[src/rtl/cla_16bit_addsub.sv]
// 16-bit two's-complement adder/subtractor for the Execute-stage ALU.
// Two-level carry-lookahead datapath; Sum and Error are registered once.
module cla_16bit_addsub (
    input  logic        clk,
    input  logic        rst_n,
    input  logic [15:0] A,
    input  logic [15:0] B,
    input  logic        sub,
    output logic [15:0] Sum,
    output logic        Error
);

    // Group generate/propagate of a 4-bit slice, packed as {gg, pg}.
    function automatic logic [1:0] cla4_group_f(input logic [3:0] a, input logic [3:0] b);
        logic [3:0] g;
        logic [3:0] p;
        logic       gg;
        logic       pg;
        g  = a & b;
        p  = a ^ b;
        gg = g[3] | (p[3] & g[2]) | (p[3] & p[2] & g[1]) | (p[3] & p[2] & p[1] & g[0]);
        pg = p[3] & p[2] & p[1] & p[0];
        return {gg, pg};
    endfunction

    // Sum bits of a 4-bit slice, internal carries from lookahead equations.
    function automatic logic [3:0] cla4_sum_f(input logic [3:0] a, input logic [3:0] b,
                                              input logic c0);
        logic [3:0] g;
        logic [3:0] p;
        logic [3:0] c;
        g    = a & b;
        p    = a ^ b;
        c[0] = c0;
        c[1] = g[0] | (p[0] & c0);
        c[2] = g[1] | (p[1] & g[0]) | (p[1] & p[0] & c0);
        c[3] = g[2] | (p[2] & g[1]) | (p[2] & p[1] & g[0]) | (p[2] & p[1] & p[0] & c0);
        return p ^ c;
    endfunction

    logic [15:0] beff_s;
    logic        cin_s;
    logic [3:0]  gg_s;
    logic [3:0]  pg_s;
    logic        c4_s;
    logic        c8_s;
    logic        c12_s;
    logic [15:0] raw_s;
    logic        ovf_s;
    logic [15:0] sum_r;
    logic        error_r;

    // Operand conditioning: subtraction is A + ~B + 1.
    always_comb begin
        beff_s = B;
        cin_s  = 1'b0;
        if (sub) begin
            beff_s = ~B;
            cin_s  = 1'b1;
        end else begin
            beff_s = B;
            cin_s  = 1'b0;
        end
    end

    // Slice group signals and second-level lookahead for slice carry-ins.
    always_comb begin
        {gg_s[0], pg_s[0]} = cla4_group_f(A[3:0],   beff_s[3:0]);
        {gg_s[1], pg_s[1]} = cla4_group_f(A[7:4],   beff_s[7:4]);
        {gg_s[2], pg_s[2]} = cla4_group_f(A[11:8],  beff_s[11:8]);
        {gg_s[3], pg_s[3]} = cla4_group_f(A[15:12], beff_s[15:12]);
        c4_s  = gg_s[0] | (pg_s[0] & cin_s);
        c8_s  = gg_s[1] | (pg_s[1] & gg_s[0]) | (pg_s[1] & pg_s[0] & cin_s);
        c12_s = gg_s[2] | (pg_s[2] & gg_s[1]) | (pg_s[2] & pg_s[1] & gg_s[0])
              | (pg_s[2] & pg_s[1] & pg_s[0] & cin_s);
    end

    // Result assembly and signed-overflow detection.
    always_comb begin
        raw_s[3:0]   = cla4_sum_f(A[3:0],   beff_s[3:0],   cin_s);
        raw_s[7:4]   = cla4_sum_f(A[7:4],   beff_s[7:4],   c4_s);
        raw_s[11:8]  = cla4_sum_f(A[11:8],  beff_s[11:8],  c8_s);
        raw_s[15:12] = cla4_sum_f(A[15:12], beff_s[15:12], c12_s);
        ovf_s = (A[15] == beff_s[15]) && (raw_s[15] != A[15]);
    end

    // Output register with synchronous active-low reset.
    always_ff @(posedge clk) begin
        if (!rst_n) begin
            sum_r   <= 16'h0000;
            error_r <= 1'b0;
        end else begin
            sum_r   <= raw_s;
            error_r <= ovf_s;
        end
    end

    assign Sum   = sum_r;
    assign Error = error_r;

endmodule

[config.mk]
export PLATFORM = sky130hd
export DESIGN_NAME = cla_16bit_addsub
export DESIGN_NICKNAME = d
export VERILOG_FILES = /design/src/rtl/cla_16bit_addsub.sv
export SDC_FILE = /design/constraint.sdc
export NUM_CORES = 1
export LEC_CHECK = 0
export ABC_AREA = 1
export BUFFER_PORTS_ARGS = -buffer_cell sky130_fd_sc_hd__buf_2
export CORE_UTILIZATION = 49
export DETAILED_ROUTE_END_ITERATION = 7
export PLACE_DENSITY = 0.8
export SYNTH_ARGS = -nofsm -noshare
export SYNTH_HDL_FRONTEND = slang
export SYNTH_SLANG_ARGS = --single-unit
[constraint.sdc]
create_clock -name clk -period 2.92 [get_ports clk]
set_clock_uncertainty 0.1 [all_clocks]
set_input_delay 0.438 -clock clk [delete_from_list [all_inputs] [get_ports clk]]
set_output_delay 0.438 -clock clk [all_outputs]
set_load 0.01 [all_outputs]
==> out/results.md <==
| Step | Item | Reported |
|---|---|---|
| clocking | Setup Buffers After CTS | 0 |
| clocking | Cts-stage hold buffer count | 0 |
| synthesis | Warnings, synthesis | 0 |
| synthesis | Post-synth net total | 236 |
| critical path | Data required time of the worst path | 3010 ps |
| layout | Filler cell count | 241 |
| route | Number of DRC violations after detailed routing | 0 |
| sta | Final critical-path required period | 2456 ps |
| global routing | Pin count of the biggest net entering global routing | 20 |
| layout | P&R area growth vs syn | 21.93% |
| layout | Finished Layout Cells | 265 |
| power and ir drop | PwrDens | 457.3 mW/mm2 |
| layout | Net total in the final layout | 289 |
| route | Overall routed net length | 2.615 mm |
| synthesis | Cell type with the highest aggregate area in the netlist | dfxtp_1 |
| place | RD Place Congestion | 0.8922 |
| die | Die outline height | 54.76 um |
| critical path | Arrival time reported for the critical path endpoint | 2550 ps |
| power and ir drop | Cell internal pwr | 471.8 uW |
| layout | Inserted Diodes | 0 |
| clocking | Number of H-tree levels | 1 |
| die | Die Span X | 54.76 um |
| global routing | Initial antenna violation count | 0 |
| synthesis | Number of synthesized register bits | 17 |
| route | Via Count | 1,282 |
| critical path | Peak per-stage delay on the critical path | 430 ps |
| route | Detailed router's first-iteration violation count | 15 |
| power and ir drop | Maximum VDD drop | 0.3287 mV |
| layout | Most frequent standard cell in the layout excluding fill and tap cells | buf_2 |
| die | I/O pin count | 52 |
| die | Core area | 0.002545 mm2 |
| synthesis | Combined area of all synthesized cells | 0.001364 mm2 |
| die | Initial core utilization | 0.5359 |
| route | Antenna-violating nets left | 0 |
| critical path | Endpoint class of the critical path | flop |
| synthesis | Sequential fraction of the synthesis area | 0.2495 |
| critical path | Worst path slowest cell | buf_2 |
| sta | Unrepaired setup endpoints after global routing | false |
| synthesis | Average cell area after synthesis | 7.453 um2 |
| clocking | Clk Tree Root Cell | clkbuf_4 |
| sta | Slew HR | 0.6463 |
| clocking | Clock Path Buffers | 2 |
| critical path | Top delay family on crit path | adder cells |
| layout | Area used by multi-input combinational logic | 893.4 um2 |
| power and ir drop | Register share of total power | 0.366 |
| synthesis | Cells after synthesis | 183 |
| power and ir drop | Fraction of power spent switching nets | 0.3795 |
| route | Mean routed wirelength per cell | 9.868 um |
| sta | Total negative setup slack | 0 ps |
| synthesis | Count of cell types in the netlist | 25 |
| power and ir drop | Part of the total power dissipated in the clock network | 0.173 |
| global routing | Aggregate global-route resource usage | 0.2081 |
| route | Router iterations before antenna repair | 7 |
| power and ir drop | Power dissipated by switching net loads | 288.6 uW |
| sta | Post-route fraction of the period consumed by the critical path | 0.8411 |
| clocking | Clock-pin slew reported for the worst setup and hold paths after clock tree synthesis | 110 ps |
| layout | Area taken by flip-flops and latches | 340.3 um2 |
| critical path | Cell-by-cell listing of the critical path | buf_2, xnor2_1, inv_1, ha_1, nand2_1, nor2_1, nand2_4, nand2_4, nand2_1, fa_1, xor2_1, nor2_1 |
| die | Site row count | 18 |
| place | Hpwl dp | 2.098 mm |
| die | Die area | 0.002998 mm2 |
| sta | Final number of max-transition violations | 0 |
| synthesis | Top-area cell type share of the netlist area | 0.2495 |
| global routing | Global-route wire length before repair | 4.491 mm |
| place | Count of input and output buffers | 51 |
| power and ir drop | Reported leakage power | 0.9800 nW |
| clocking | PostCTS Resize Cnt | 0 |
| clocking | Number of clock buffers inserted by TritonCTS | 3 |
| sta | Count of final hold-check violations | 0 |
| sta | Number of endpoints failing setup at the final stage | 0 |
| run | Max-capacitance violation count | 0 |
| outcome | Status | complete, no violations |
| layout | Fraction of final layout cells with drive strength greater than 1 | 0.2723 |
| route | DR vias/cell | 4.838 |
| critical path | Buffers and inverters on the worst path | 2 |
| global routing | Vias in the first global route | 1,129 |
| clocking | Sink count of the clock tree | 17 |
| sta | Slew at the pin closest to its max-slew limit | 530.6 ps |
| critical path | Type of the setup path with the least slack | in2reg |
| layout | Commonest cells after routing, fill and taps aside | buf_2, nand2_1, inv_1, nor2_1, dfxtp_1 |
| global routing | Grt ovf | 0 |
| critical path | Startpoint type of the worst setup path | primary input |
| critical path | Largest fanout on the critical path | 19 |
| place | Placed cells | 261 |
| synthesis | Ranking of synthesized cells by area | dfxtp_1, ha_1, xor2_1 |
| min path | Worst hold path type | in2reg |
| power and ir drop | Combinational power share | 0.461 |
| clocking | Clock tree from TritonCTS | yes |
| sta | Max frequency | 0.4072 GHz |
power by group through the flow:
stage	clock, mW	sequential [mW]	combinational [mW]
CTS	0.135	0.279	0.352
global placement	0	0.284	0.340
detailed placement	0	0.284	0.349
finish	0.132	0.279	0.350
floorplan	0	0.308	0.227
global route	0.147	0.285	0.404
area by class of cell:
class                           instances  area share
Timing Repair Buffer                   51      0.1535
Clock inverter                          1    0.003010
Sequential cell                        17      0.2047
Inverter                               29     0.06546
Tap cell                               30     0.02257
Clock buffer                            3     0.01354
Multi-Input combinational cell        134      0.5372
final timing paths:
check / start / end / slack (ps) / cells after the start
worst max-delay path: sub / Sum[13] / 460 / 12
worst min-delay path: A[0] / Sum[1] / 380 / 3
per-layer routing:
| layer | track usage | routed length, um | vias to the layer above |
|---|---|---|---|
| li1 | - | - | 683 |
| met1 | 0.2583 | 1185 | 561 |
| met2 | 0.3614 | 1289 | 38 |
| met3 | 0.04167 | 140 | 0 |
| met4 | 0.05128 | 0 | 0 |
| met5 | 0 | 0 | - |
state kept, by name (all words and copies together), names as in the netlist:
signal	cells
Error	1
Sum	16
synthesized netlist by cell type, drive strengths merged:
cell type and number:
a21boi 1, a21o 1, a21oi 10, a221oi 2, a31oi 2, and3 1, buf 3, dfxtp 17
fa 3, ha 15, inv 29, mux2 1, nand2 38, nand3 13, nor2 22, nor3 2
o21a 1, o21ai 2, or2 1, xnor2 4, xor2 15
tightest hold or removal path: cells and delay by family:
| kind | cells | cell delay [ps] |
|---|---|---|
| muxes | 1 | 150 |
| buffers and inverters | 1 | 90 |
| AOI/OAI and AO/OA | 1 | 60 |
logic make-up (layout without fill, tap and decap cells):
| family | after synthesis | count (layout) | synth area share |
|---|---|---|---|
| buffers and inverters | 32 | 84 | 0.09541 |
| DFF | 17 | 17 | 0.2495 |
| muxes | 1 | 1 | 0.008256 |
| AOI/OAI and AO/OA | 19 | 19 | 0.08258 |
| xor gates and xnor gates | 19 | 19 | 0.1220 |
| and+or+nand+nor | 77 | 77 | 0.2606 |
| adders and majority gates | 18 | 18 | 0.1817 |
metrics by stage:
step / instance area (um2) / hold WS, ps / worst slack (ps) / util / total power [mW]
final: 1663 / 375.3 / 464.1 / 0.6534 / 0.7604
after global routing: 1663 / 370.6 / 249.4 / 0.6534 / 0.8357
after CTS: 1663 / 361.5 / 443.9 / 0.6534 / 0.7663
after detailed placement: 1635 / 682.5 / 135.2 / 0.6426 / 0.6335
after global placement: 1635 / 685.9 / 218.1 / 0.6426 / 0.6240
after floorplan: 1364 / 519.9 / 384.0 / - / 0.5354
No activity file was read; power rests on OpenSTA's default activity.
